<file path="config.mk">
export PLATFORM = sky130hd
export DESIGN_NAME = uart_tx
export DESIGN_NICKNAME = d
export VERILOG_FILES = /design/src/rtl/uart_pkg.sv /design/src/rtl/uart_parity_calc.sv /design/src/rtl/uart_tx.sv
export SDC_FILE = /design/constraint.sdc
export NUM_CORES = 1
export LEC_CHECK = 0
export BUFFER_PORTS_ARGS = -buffer_cell sky130_fd_sc_hd__buf_2
export CAP_MARGIN = 25
export CORE_ASPECT_RATIO = 1.5
export CORE_MARGIN = 3
export CORE_UTILIZATION = 40
export CTS_BUF_LIST = sky130_fd_sc_hd__clkbuf_4
export DETAILED_ROUTE_END_ITERATION = 7
export SLEW_MARGIN = 20
export SYNTH_ARGS = -nofsm -noshare
export SYNTH_HDL_FRONTEND = slang
export SYNTH_SLANG_ARGS = --single-unit
</file>
<file path="constraint.sdc">
create_clock -name CLK -period 2 [get_ports CLK]
set_input_delay 0.3 -clock CLK [delete_from_list [all_inputs] [get_ports CLK]]
set_output_delay 0.3 -clock CLK [all_outputs]
set_load 0.02 [all_outputs]
</file>
<file path="src/rtl/uart_pkg.sv">
// Shared UART definitions (frame levels, data width, FSM states) for the transmitter and receiver.
package uart_pkg;

  localparam int   DATA_WIDTH  = 8;
  localparam logic IDLE_LEVEL  = 1'b1;
  localparam logic START_LEVEL = 1'b0;
  localparam logic STOP_LEVEL  = 1'b1;

  typedef enum logic [2:0] {
    IDLE   = 3'd0,
    START  = 3'd1,
    DATA   = 3'd2,
    PARITY = 3'd3,
    STOP   = 3'd4
  } uart_state_t;

endpackage

</file>
<file path="src/rtl/uart_parity_calc.sv">
// Parity bit for one byte: par_typ 0 = even (XOR of bits), 1 = odd (XNOR of bits).
// Combinational, zero latency; no flow control.
module uart_parity_calc
  import uart_pkg::*;
(
  input  logic [DATA_WIDTH-1:0] data,
  input  logic                  par_typ,
  output logic                  par_bit
);

  assign par_bit = (^data) ^ par_typ;

endmodule

</file>
<file path="src/rtl/uart_tx.sv">
// UART transmitter: one bit per CLK, frame = start, 8 data LSB first, [parity], stop; parity built only with UART_TX_PARITY_EN.
// Latency: START on the line the cycle after acceptance; requests are dropped (not queued) while busy.
module uart_tx
  import uart_pkg::*;
(
  input  logic                  CLK,
  input  logic                  RST,
  input  logic [DATA_WIDTH-1:0] P_DATA,
  input  logic                  Data_Valid,
  input  logic                  PAR_EN,
  input  logic                  PAR_TYP,
  output logic                  TX_OUT,
  output logic                  busy
);

  uart_state_t           state;
  logic [DATA_WIDTH-1:0] data_q;
  logic [2:0]            bit_idx;
  logic [2:0]            bit_idx_nxt;

  assign bit_idx_nxt = bit_idx + 3'd1;

`ifdef UART_TX_PARITY_EN
  logic par_en_q;
  logic par_typ_q;
  logic par_bit;

  uart_parity_calc u_parity (
    .data    (data_q),
    .par_typ (par_typ_q),
    .par_bit (par_bit)
  );
`else
  logic unused_par_cfg;
  assign unused_par_cfg = PAR_EN ^ PAR_TYP;
`endif

  // Outputs are registered alongside the state, so TX_OUT always matches the current state's bit.
  always_ff @(posedge CLK) begin
    if (!RST) begin
      state   <= IDLE;
      TX_OUT  <= IDLE_LEVEL;
      busy    <= 1'b0;
      bit_idx <= 3'd0;
      data_q  <= '0;
`ifdef UART_TX_PARITY_EN
      par_en_q  <= 1'b0;
      par_typ_q <= 1'b0;
`endif
    end else begin
      case (state)
        IDLE: begin
          TX_OUT <= IDLE_LEVEL;
          busy   <= 1'b0;
          if (Data_Valid) begin
            data_q <= P_DATA;
`ifdef UART_TX_PARITY_EN
            par_en_q  <= PAR_EN;
            par_typ_q <= PAR_TYP;
`endif
            state  <= START;
            TX_OUT <= START_LEVEL;
            busy   <= 1'b1;
          end
        end
        START: begin
          state   <= DATA;
          TX_OUT  <= data_q[0];
          bit_idx <= 3'd0;
        end
        DATA: begin
          bit_idx <= bit_idx_nxt;
          if (bit_idx == 3'd7) begin
`ifdef UART_TX_PARITY_EN
            if (par_en_q) begin
              state  <= PARITY;
              TX_OUT <= par_bit;
            end else begin
              state  <= STOP;
              TX_OUT <= STOP_LEVEL;
            end
`else
            state  <= STOP;
            TX_OUT <= STOP_LEVEL;
`endif
          end else begin
            TX_OUT <= data_q[bit_idx_nxt];
          end
        end
`ifdef UART_TX_PARITY_EN
        PARITY: begin
          state  <= STOP;
          TX_OUT <= STOP_LEVEL;
        end
`endif
        STOP: begin
          state  <= IDLE;
          TX_OUT <= IDLE_LEVEL;
          busy   <= 1'b0;
        end
        default: begin
          state  <= IDLE;
          TX_OUT <= IDLE_LEVEL;
          busy   <= 1'b0;
        end
      endcase
    end
  end

endmodule

</file>
==> results of run 1 <==
[area by class of cell]
type	count	area, um^2	area share [%]
repair buffers	12	60.1	6.76
flip-flops and latches	16	320	36.1
clock buffers	3	22.5	2.54
clock inverters	1	3.75	0.423
inverters	2	7.51	0.845
multi-input cells	66	448	50.4
well taps	21	26.3	2.96
[logic make-up (layout without fill, tap and decap cells)]
family	Yosys count	count (layout)	share of synthesized area, %
simple gates	40	40	28.7
buf+inv	6	18	4.06
xor+xnor	1	1	1.09
mux	3	3	5.62
flops	16	16	40.0
fa+ha+maj	2	2	3.12
compound gates	20	20	17.3
[how the worst max path moves through the flow]
| stage | from | end | slack, ns | depth (start not counted) |
|---|---|---|---|---|
| final | bit_idx[0]$_SDFFE_PN0N_ | TX_OUT$_SDFF_PN1_ | 0.39 | 5 |
| after global routing | bit_idx[0]$_SDFFE_PN0N_ | TX_OUT$_SDFF_PN1_ | 0.27 | 5 |
| after CTS | bit_idx[0]$_SDFFE_PN0N_ | TX_OUT$_SDFF_PN1_ | 0.38 | 5 |
| after detailed placement | bit_idx[0]$_SDFFE_PN0N_ | TX_OUT$_SDFF_PN1_ | 0.37 | 5 |
| after global placement | bit_idx[0]$_SDFFE_PN0N_ | TX_OUT$_SDFF_PN1_ | 0.41 | 4 |
| after floorplan | bit_idx[0]$_SDFFE_PN0N_ | TX_OUT$_SDFF_PN1_ | 0.53 | 4 |
[flip-flops by register name, indices dropped and copies added, names as in the netlist]
name     count
data_q       8
bit_idx      3
state        3
TX_OUT       1
busy         1
[Yosys cell counts, types with 2 or more instances]
library cell,instances
nand2b_1,4
and2_1,2
nor2b_1,4
mux2_2,2
nor2_1,3
a21oi_1,5
inv_1,2
nand2_1,16
nor3_1,2
nor3b_1,2
ha_1,2
nand3b_1,3
o21a_1,4
a21boi_1,8
buf_2,2
dfxtp_1,16
[layer usage]
| metal | share of wire [%] | wire, um |
|---|---|---|
| met3 | 3.2 | 45 |
| met5 | 0 | 0 |
| met2 | 49 | 703 |
| met1 | 46 | 651 |
| met4 | 2.0 | 28 |
[per-stage QoR]
stage	worst slack [ns]	util, %
after detailed placement	0.367	46.5
after CTS	0.380	47.9
after floorplan	0.528	-
after global routing	0.273	47.9
after global placement	0.414	46.5
final	0.385	47.9
[report_power, final]
group / internal (uW) / switching [uW] / leakage [uW]
sequential: 337 / 21.1 / 0.000131
clock: 72.3 / 105 / 0.0000154
combinational: 44.2 / 40.7 / 0.000213
total: 454 / 167 / 0.000360
[critical path, delay by kind of cell (launching register included)]
family          cells  cell delay (ns)
fa+ha+maj           2             0.56
compound gates      2             0.41
flops               1             0.40
simple gates        1             0.15
==> results.toml, run 1 <==
[critical_path]
worst_path_max_delay_cell = "dfxtp_1"
path_cells = "ha_1 > ha_1 > and2_1 > a221oi_1 > o211ai_1"
r2r_start = "bit_idx[0]$_SDFFE_PN0N_"
cp-start-kind = "flip-flop"
worstReg2RegEnd = "TX_OUT$_SDFF_PN1_"
criticalPathCategory = "reg -> reg"
path_common_cell = "ha_1"
r2r_slack_ns = 0.39
worstRegToRegCells = 5
crit_fanout = 7
critPathMaxStageDelay_ns = 0.40
crit_required_ns = 2.17
end_kind = "flip-flop"
arrival_ns = 1.79

[finish]
drive_gt1_share_pct = 19.0
layout_common_cells = "16 x dfxtp_1, 16 x nand2_1, 12 x buf_2, 8 x a21boi_1, 5 x a21oi_1"
design_area_um2 = 888
final_cells = 121
area_growth_syn_to_layout_pct = 10.9
layout.nets = 116
n_antenna_cell = 0
fillers = 197

[die]
fp-row-count = 19
coreArea_um2 = 1850
fp.dieH_um = 60.8
die_area_um2 = 2590
die_x_um = 42.5
initial_core_util_pct = 43.2
pin_count = 15

[timing]
post-route-min-period_ns = 1.61
holdWs_ns = 0.235
hold_viol = 0
tns_ns = 0
slew_headroom_pct = 65.8
tightest_slew_ns = 0.511
slew_violations = 0
fmax_ghz = 0.619
grt_setup_unrepaired = "no"
setup_viol = 0
fin_crit_sh_pct = 80.7
skew_ns = 0.00738

[cts]
cts_root_buffer = "clkbuf_4"
ctsResizeCount = 0
htree_levels = 1
tritoncts = "yes"
clk_pin_slew_ns = 0.10
clk_latency_ns = 0.28
holdBufCountCts = 0
cts_setup_buffers = 0
cts.sinks = 16
clk_path_buf_depth = 2
numCtsBuffers = 3

[yosys]
synth_edf_count = 0
synth-seq-cells = 16
synthTopCellsByArea = "dfxtp_1 40%, a21boi_1 7.5%, nand2_1 7.5%"
ys.flop_type = "dfxtp_1"
synth.net_count = 103
syn_area_per_cell_um2 = 9.10
seq_area_frac_synth_pct = 40.0
netlist_area_um2 = 801
netlist.area_leader.share_pct = 40.0
yosys_warnings = 0
netlist_instances = 88
synth.distinct_cells = 27
synth_area_leader_cell = "dfxtp_1"
async_flop_share_pct = 0

[hold_path]
min_to = "data_q[6]$_SDFFE_PN0P_"
hold_path.class = "in -> reg"
holdPathStages = 3
hp-start = "P_DATA[6]"

[global_routing]
top_usage_layer = "met2"
grt_util_met3_pct = 1.78
globalRouteTotalUtil_pct = 12.9
grt_max_degree = 17
gr-usage-met1_pct = 15.2
antenna_found_initial = 0
grt_pass1_vias = 586
grt_pass1_wl_um = 2570
gr-total-overflow = 0
use_met2_pct = 23.3

[power_and_ir_drop]
p_per_area_nw_per_um2 = 698
power_uw = 620
leakage_uw = 0.000360
worst_ir_drop_vdd_mv = 0.348

[route]
wire_per_inst_um = 11.8
routed-via-count = 619
drcViolationCount = 0
first_iter_violations = 10
ant_nets = 0
firstDrtPassIters = 4
routed_wl_um = 1430
vias_per_cell = 5.12

[placement]
place_congestion = 0.711
dp_hpwl_um = 1080
dpl.cell_count = 117
portBuffers = 12
placed_area_um2 = 862

[status]
outcome = "finished, final reports clean"

[run]
max_cap_viol_count = 0
No activity file was read; power rests on OpenSTA's default activity.
==> run 2, diff against run 1 <==
clock period = 1.5 ns   (was 2 ns; I/O delays follow)
==> run 2 against run 1 <==
Effect of this change:
- combinational power is 77% higher
- highest routed layer unchanged
- die area did not move
- routed wire length increased by 13%
- final cell count grew 6.6%
- total power increased by 37%
- first-iteration DRC count fell by 20%
- largest cell class unchanged
- fmax rose by 13%
- sequential share of layout area down 2.8 points
==> results.toml, run 2 (synthesized netlist as in run 1, its figures left out) <==
[cts]
holdBufCountCts = 0
clk_latency_ns = 0.28
clk_path_buf_depth = 2
clk_pin_slew_ns = 0.09
tritoncts = "yes"
numCtsBuffers = 3
cts.sinks = 16
cts_root_buffer = "clkbuf_4"
htree_levels = 1

[timing]
fmax_ghz = 0.702
hold_viol = 0
skew_ns = 0.000656
setup_viol = 0
tightest_slew_ns = 0.311
slew_violations = 0
tns_ns = 0
grt_setup_unrepaired = "yes"
slew_headroom_pct = 79.2
fin_crit_sh_pct = 95.0
post-route-min-period_ns = 1.43

[hold_path]
hold_path.class = "in -> reg"

[route]
drcViolationCount = 0
wire_per_inst_um = 12.6
vias_per_cell = 5.16
first_iter_violations = 8
firstDrtPassIters = 3
routed-via-count = 666
ant_nets = 0
routed_wl_um = 1620

[die]
die_area_um2 = 2590
fp.dieH_um = 60.8
initial_core_util_pct = 43.2
coreArea_um2 = 1850
fp-row-count = 19
die_x_um = 42.5
pin_count = 15

[global_routing]
grt_max_degree = 15
globalRouteTotalUtil_pct = 14.0
grt_pass1_vias = 656
grt_pass1_wl_um = 2770
antenna_found_initial = 0
gr-total-overflow = 0

[critical_path]
cp-start-kind = "flip-flop"
end_kind = "flip-flop"
worst-path-buf-inv = 0
crit_fanout = 3
critPathMaxStageDelay_ns = 0.35
crit_required_ns = 1.67
path_delay_family = "adder cells"
arrival_ns = 1.60
path_cells = "ha_4 > ha_1 > and2_1 > a221oi_2 > o211ai_1"
worst_path_max_delay_cell = "dfxtp_2"
criticalPathCategory = "reg -> reg"

[finish]
largest_register_ffs = 8
layout_commonest_cell = "nand2_1"
drive_gt1_share_pct = 28.7
layout_common_cells = "16 x nand2_1, 14 x dfxtp_1, 12 x buf_2, 8 x a21boi_1, 8 x buf_4"
layout.nets = 124
finish.utilization_pct = 52.3
fillers = 197
design_area_um2 = 970
final-seq-area_um2 = 323
area_growth_syn_to_layout_pct = 21.1
final_cells = 129
n_antenna_cell = 0
regMostFlops = "data_q"
multiInputGateArea_um2 = 467
top_regs = "data_q (8), bit_idx (3), state (3)"

[power_and_ir_drop]
pwr-share-clk_pct = 27.4
switchingPower_uw = 225
internal_power_uw = 623
leakage_uw = 0.000403
pwr-share-comb_pct = 17.7
worst_ir_drop_vdd_mv = 0.517
switching_share_pct = 26.5
p_per_area_nw_per_um2 = 874
seqPwrFrac_pct = 54.9

[placement]
placed_area_um2 = 915
place_congestion = 0.715
dpl.cell_count = 124
dp_hpwl_um = 1220
portBuffers = 12

[run]
max_cap_viol_count = 0

[status]
outcome = "finished, final reports clean"
## run 2: cell count changes in the layout (fill, tap and decap cells not counted)
cell      previous run  this run
buf_4                0         8
ha_1                 2         1
ha_4                 0         1
dfxtp_2              0         2
a221oi_1             1         0
a221oi_2             0         1
dfxtp_1             16        14
## run 2: worst paths after layout
path / startpoint / endpoint / slack [ns] / cells after the start
setup reg to reg: bit_idx[1]$_SDFFE_PN0N_ / TX_OUT$_SDFF_PN1_ / 0.07 / 5
hold / removal: P_DATA[0] / data_q[0]$_SDFFE_PN0P_ / 0.17 / 3
hold reg to reg: data_q[2]$_SDFFE_PN0P_ / data_q[2]$_SDFFE_PN0P_ / 0.46 / 2
setup / recovery: bit_idx[1]$_SDFFE_PN0N_ / TX_OUT$_SDFF_PN1_ / 0.07 / 5
## run 2: stage by stage
stage	power [uW]	hold WS (ns)	setup WS (ns)
floorplan	572	0.360	0.0280
global placement	615	0.439	0.0502
detailed placement	619	0.451	0.0318
CTS	852	0.165	0.0179
global route	895	0.165	-0.00444
finish	847	0.167	0.0748
## run 2: worst register-to-register path, cell delays in order (launching register included)
cell and delay [ns]:
dfxtp_2 0.35, ha_4 0.15, ha_1 0.30, and2_1 0.16, a221oi_2 0.25, o211ai_1 0.10
## run 2: metal layers
metal	track usage [%]	share of wire, %	vias up
met5	0	0	-
met4	5.33	1.6	0
met3	1.78	2.6	4
met2	28.3	53	10
met1	14.4	43	307
li1	-	-	345
## run 2: layout make-up
type,instances,area share (%)
multi-input cells,66,48.1
repair buffers,20,12.4
flip-flops and latches,16,33.3
clock buffers,3,2.32
clock inverters,1,0.387
inverters,2,0.774
well taps,21,2.71
## run 2: timing repair
action	in CTS	in global routing
gates resized for setup	0	4
endpoints found under the setup margin	0	8
setup buffers	0	1
hold endpoints to repair	0	0
## run 2: power by group through the flow
stage	clock (uW)	combinational, uW	sequential, uW
floorplan	0	91.1	481
global placement	0	142	473
detailed placement	0	145	474
CTS	241	146	464
global route	256	169	470
finish	232	150	465
